===== src/rtl/aurora_hls_nfc_ctrl.sv =====
// Native-flow-control generator for the Aurora RX path.
// Watches the RX FIFO fill level against hysteresis thresholds and emits
// XOFF/XON words on the NFC AXI-Stream port. It can re-send XOFF periodically
// while paused. Saturating handshake counters and a high-water mark of the
// fill level are kept alongside.
module aurora_hls_nfc_ctrl #(
    parameter int unsigned LEVEL_WIDTH    = 10,
    parameter int unsigned FULL_THRESH    = 768,
    parameter int unsigned EMPTY_THRESH   = 256,
    parameter logic [15:0] XOFF_CODE      = 16'hFFFF,
    parameter logic [15:0] XON_CODE       = 16'h0000,
    parameter int unsigned REFRESH_CYCLES = 0,
    parameter int unsigned CNT_WIDTH      = 32
) (
    input  logic                   clk,
    input  logic                   rst_n,
    input  logic                   enable,
    input  logic [LEVEL_WIDTH-1:0] fifo_rx_level,
    input  logic                   s_axi_nfc_tready,
    output logic                   s_axi_nfc_tvalid,
    output logic [15:0]            s_axi_nfc_tdata,
    output logic                   paused,
    input  logic                   clear_stats,
    output logic [CNT_WIDTH-1:0]   xoff_count,
    output logic [CNT_WIDTH-1:0]   xon_count,
    output logic [LEVEL_WIDTH-1:0] level_max
);

    generate
        if (EMPTY_THRESH >= FULL_THRESH) begin : g_bad_thresh
            $error("aurora_hls_nfc_ctrl: EMPTY_THRESH must be strictly below FULL_THRESH");
        end
    endgenerate

    localparam logic [LEVEL_WIDTH-1:0] FULL_LVL  = LEVEL_WIDTH'(FULL_THRESH);
    localparam logic [LEVEL_WIDTH-1:0] EMPTY_LVL = LEVEL_WIDTH'(EMPTY_THRESH);

    // The timer only has to reach REFRESH_CYCLES-1, so clog2 of the period suffices.
    localparam int unsigned          TIMER_W      = (REFRESH_CYCLES > 2) ? $clog2(REFRESH_CYCLES) : 1;
    localparam bit                   REFRESH_EN   = (REFRESH_CYCLES != 0);
    localparam logic [TIMER_W-1:0]   REFRESH_LAST = REFRESH_EN ? TIMER_W'(REFRESH_CYCLES - 1) : '0;

    typedef enum logic [1:0] {
        FLOWING   = 2'd0,
        XOFF_SEND = 2'd1,
        PAUSED    = 2'd2,
        XON_SEND  = 2'd3
    } state_t;

    state_t             state;
    logic [TIMER_W-1:0] timer;
    logic               xoff_done;
    logic               xon_done;

    // Saturating increment for the statistics counters.
    function automatic logic [CNT_WIDTH-1:0] sat_inc(input logic [CNT_WIDTH-1:0] v);
        return (&v) ? v : v + 1'b1;
    endfunction

    // A message is complete when the core accepts the word we are holding.
    assign xoff_done = (state == XOFF_SEND) && s_axi_nfc_tready;
    assign xon_done  = (state == XON_SEND)  && s_axi_nfc_tready;

    // Flow-control FSM; tvalid/tdata/paused are registered here, and a word once
    // raised is held until it is accepted.
    always_ff @(posedge clk or negedge rst_n) begin
        if (!rst_n) begin
            state            <= FLOWING;
            timer            <= '0;
            s_axi_nfc_tvalid <= 1'b0;
            s_axi_nfc_tdata  <= 16'h0000;
            paused           <= 1'b0;
        end else begin
            case (state)
                FLOWING: begin
                    if (enable && (fifo_rx_level >= FULL_LVL)) begin
                        s_axi_nfc_tdata  <= XOFF_CODE;
                        s_axi_nfc_tvalid <= 1'b1;
                        state            <= XOFF_SEND;
                    end
                end
                XOFF_SEND: begin
                    if (s_axi_nfc_tready) begin
                        s_axi_nfc_tvalid <= 1'b0;
                        paused           <= 1'b1;
                        timer            <= '0;
                        state            <= PAUSED;
                    end
                end
                PAUSED: begin
                    // Release wins over refresh when both fall in the same cycle.
                    if (!enable || (fifo_rx_level <= EMPTY_LVL)) begin
                        s_axi_nfc_tdata  <= XON_CODE;
                        s_axi_nfc_tvalid <= 1'b1;
                        state            <= XON_SEND;
                    end else if (REFRESH_EN && (timer == REFRESH_LAST)) begin
                        s_axi_nfc_tdata  <= XOFF_CODE;
                        s_axi_nfc_tvalid <= 1'b1;
                        state            <= XOFF_SEND;
                    end else begin
                        timer <= timer + 1'b1;
                    end
                end
                XON_SEND: begin
                    if (s_axi_nfc_tready) begin
                        s_axi_nfc_tvalid <= 1'b0;
                        paused           <= 1'b0;
                        state            <= FLOWING;
                    end
                end
                default: state <= FLOWING;
            endcase
        end
    end

    // XOFF handshake counter; a clear coinciding with a handshake leaves 1.
    always_ff @(posedge clk or negedge rst_n) begin
        if (!rst_n) begin
            xoff_count <= '0;
        end else if (clear_stats) begin
            xoff_count <= xoff_done ? CNT_WIDTH'(1) : '0;
        end else if (xoff_done) begin
            xoff_count <= sat_inc(xoff_count);
        end
    end

    // XON handshake counter; same clear/increment interaction as XOFF.
    always_ff @(posedge clk or negedge rst_n) begin
        if (!rst_n) begin
            xon_count <= '0;
        end else if (clear_stats) begin
            xon_count <= xon_done ? CNT_WIDTH'(1) : '0;
        end else if (xon_done) begin
            xon_count <= sat_inc(xon_count);
        end
    end

    // High-water mark of the FIFO level; a clear restarts it from the current level.
    always_ff @(posedge clk or negedge rst_n) begin
        if (!rst_n) begin
            level_max <= '0;
        end else if (clear_stats || (fifo_rx_level > level_max)) begin
            level_max <= fifo_rx_level;
        end
    end

endmodule


===== config.mk =====
export PLATFORM = sky130hd
export DESIGN_NAME = aurora_hls_nfc_ctrl
export DESIGN_NICKNAME = d
export VERILOG_FILES = /design/src/rtl/aurora_hls_nfc_ctrl.sv
export SDC_FILE = /design/constraint.sdc
export NUM_CORES = 1
export LEC_CHECK = 0
export ABC_CLOCK_PERIOD_IN_PS = 3800
export CORE_MARGIN = 2
export CORE_UTILIZATION = 50
export CTS_CLUSTER_DIAMETER = 60
export DETAILED_ROUTE_END_ITERATION = 8
export PLACE_DENSITY_LB_ADDON = 0.2
export SLEW_MARGIN = 20
export SYNTH_ARGS = -nofsm -noshare
export SYNTH_HDL_FRONTEND = slang
export SYNTH_SLANG_ARGS = --single-unit

===== constraint.sdc =====
create_clock -name clk -period 3.8 [get_ports clk]
set_clock_uncertainty 0.15 [all_clocks]
set_input_delay 0.38 -clock clk [delete_from_list [all_inputs] [get_ports clk]]
set_output_delay 0.38 -clock clk [all_outputs]
set_load 0.03 [all_outputs]

==> impl_metrics.py <==
metrics = {
    "placement": {
        "placed_cell_area_um2": 5720,
        "dp_hpwl_um": 7870,
        "placedCellCount": 698,
        "io_buffers": 106,
        "gp_congestion": 0.850,
    },
    "clock_tree": {
        "insertion_delay_ns": 0.35,
        "cts_max_path_buffers": 2,
        "htree_levels": 3,
        "cts_hold_buf": 0,
        "clkTransAtPathRegs_ns": 0.08,
        "cts_buffers": 9,
        "cts_root_buf": "clkbuf_8",
        "post_cts_buffers": 0,
        "cts_tree": "built",
        "cts_resized": 0,
        "cts.sinks": 79,
    },
    "die": {
        "core_area_um2": 9200,
        "die_area_um2": 10300,
        "initial_core_util": 0.514,
        "ioPinCount": 107,
        "die_h_um": 101,
        "rows": 35,
        "die_w_um": 101,
    },
    "grt": {
        "grt_max_degree": 80,
        "track_usage": 0.225,
        "grt_remaining_overflow": 0,
        "grt_pass1_vias": 3973,
        "grt_pass1_wl_um": 18600,
        "antenna_found_initial": 0,
    },
    "drt": {
        "wl_um": 11400,
        "routed-via-count": 4308,
        "via_per_inst": 6.03,
        "drt_pass1_iterations": 5,
        "drc_errors": 0,
        "antenna_left": 0,
        "wl_per_cell_um": 15.9,
        "drtIter0Drc": 247,
    },
    "synthesis": {
        "ys.flop_type": "dfrtp_1",
        "netlist_instances": 516,
        "syn-num-nets": 548,
        "synth_cell_type_count": 53,
        "synth.avg_cell_area_um2": 9.17,
        "synth_area_um2": 4730,
        "async_flop_share": 1.00,
        "ys_warn_count": 0,
        "ys_ff_latch": 79,
        "yosysSeqAreaShare": 0.418,
        "synth-edff-count": 0,
    },
    "power_and_ir_drop": {
        "vdd_drop_max_v": 0.000324,
        "powerDensity_nw_per_um2": 427,
        "leakage_nw": 2.25,
        "power_mw": 2.54,
    },
    "status": {
        "outcome": "finished clean",
    },
    "timing": {
        "grt_setup_unrepaired": "false",
        "period_share": 0.759,
        "setup_violations": 0,
        "min_period_ns": 2.88,
        "slew_headroom": 0.461,
        "hold_viol": 0,
        "drv_slew": 0,
        "timing.setup.tns_ns": 0,
        "tightest_slew_ns": 0.808,
        "fmax_mhz": 347,
    },
    "cells_and_area": {
        "fin_cells": 715,
        "area_growth_pct": 25.6,
        "final_cell_mix": "clkdlybuf4s50_1 (104), dfrtp_1 (79), nor2_1 (42)",
        "fin_area_um2": 5940,
        "fin_nets": 631,
        "drive_above_1_share": 0.0695,
        "mostFrequentLayoutCell": "clkdlybuf4s50_1",
        "antenna_cells": 0,
        "finalCoreUtilization": 0.646,
    },
    "flow_run": {
        "maxCapViolCount": 0,
    },
    "critical_path": {
        "end_kind": "register",
        "crit_path_max_fanout": 15,
        "arrival_ns": 2.97,
        "critPathRequiredTime_ns": 3.89,
        "startpoint_type": "register",
        "critPathKind": "reg2reg",
    },
    "worst_hold_path": {
        "hold_class": "reg2reg",
    },
}
## cells by family (layout without fill, tap and decap cells)
family / after synthesis / in the layout / share of synthesized area
adder cells (fa/ha/maj): 17 / 17 / 0.0450
multiplexers: 21 / 21 / 0.0495
buffers and inverters: 61 / 149 / 0.0685
XOR/XNOR: 12 / 12 / 0.0222
AO/OA/AOI/OAI: 109 / 109 / 0.146
flip-flops: 79 / 79 / 0.418
AND/OR/NAND/NOR: 217 / 217 / 0.251
## Yosys cell counts, types with 17 or more instances
| cell type | instances | area [um2] |
|---|---|---|
| a21oi_1 | 40 | 200 |
| clkbuf_1 | 18 | 67.6 |
| dfrtp_1 | 79 | 1980 |
| ha_1 | 17 | 213 |
| inv_1 | 21 | 78.8 |
| nand2_1 | 34 | 128 |
| nand3_1 | 27 | 135 |
| nand4_1 | 22 | 138 |
| nor2_1 | 42 | 158 |
| or3_1 | 20 | 125 |
| or4_1 | 22 | 165 |
## sequential cells by signal, indices dropped and copies added (netlist names)
name,flops
xoff_count,32
state,2
paused,1
s_axi_nfc_tdata,1
s_axi_nfc_tvalid,1
xon_count,32
level_max,10
## through the flow
step                      hold slack [ns]  setup slack [ns]
final                               0.341             0.915
after global routing                0.384             0.745
after CTS                          0.0901             0.945
after floorplan                   -0.0656              1.21
after detailed placement            0.330             0.779
after global placement              0.333             0.903
## per-layer routing
metal	part of all wire	up-vias	global-route usage	wire length, um
met3	0.058	16	0.0504	663
met1	0.44	2090	0.291	4970
met4	0.014	0	0.0696	162
met2	0.49	140	0.378	5560
li1	-	2062	-	-
met5	0	-	0	0
## worst max-delay path, stage by stage (launching register included)
cell	delay, ns
dfrtp_1	0.47
nand4_1	0.18
or4_1	0.70
nor4_4	0.59
buf_4	0.30
nor4_1	0.08
mux2_1	0.31
## cell type report
type,instances,area (um2)
clock inverter,6,85.1
fill,768,3250
sequential,79,1980
inverter,21,78.8
tap,111,139
clock buffer,10,128
multi-input combinational,376,2430
timing repair buffer,112,1100
## power by group
part	leakage, nW	switching (mW)	internal (mW)
registers	1.07	0.0772	0.901
logic	1.08	0.517	0.359
clock network	0.102	0.315	0.368
total	2.25	0.909	1.63
## final timing paths
kind                                       start          endpoint  slack [ns]  cells after the start
min in group asynchronous                  rst_n     xon_count[31]        0.50                      2
max in group asynchronous                  rst_n     xoff_count[9]        2.52                      2
worst max register to register    xoff_count[27]     xoff_count[7]        0.92                      6
worst max-delay path              xoff_count[27]     xoff_count[7]        0.92                      6
worst min-delay path            s_axi_nfc_tvalid  s_axi_nfc_tvalid        0.34                      1
worst min register to register  s_axi_nfc_tvalid  s_axi_nfc_tvalid        0.34                      1
(Power assumes the default switching activity.)
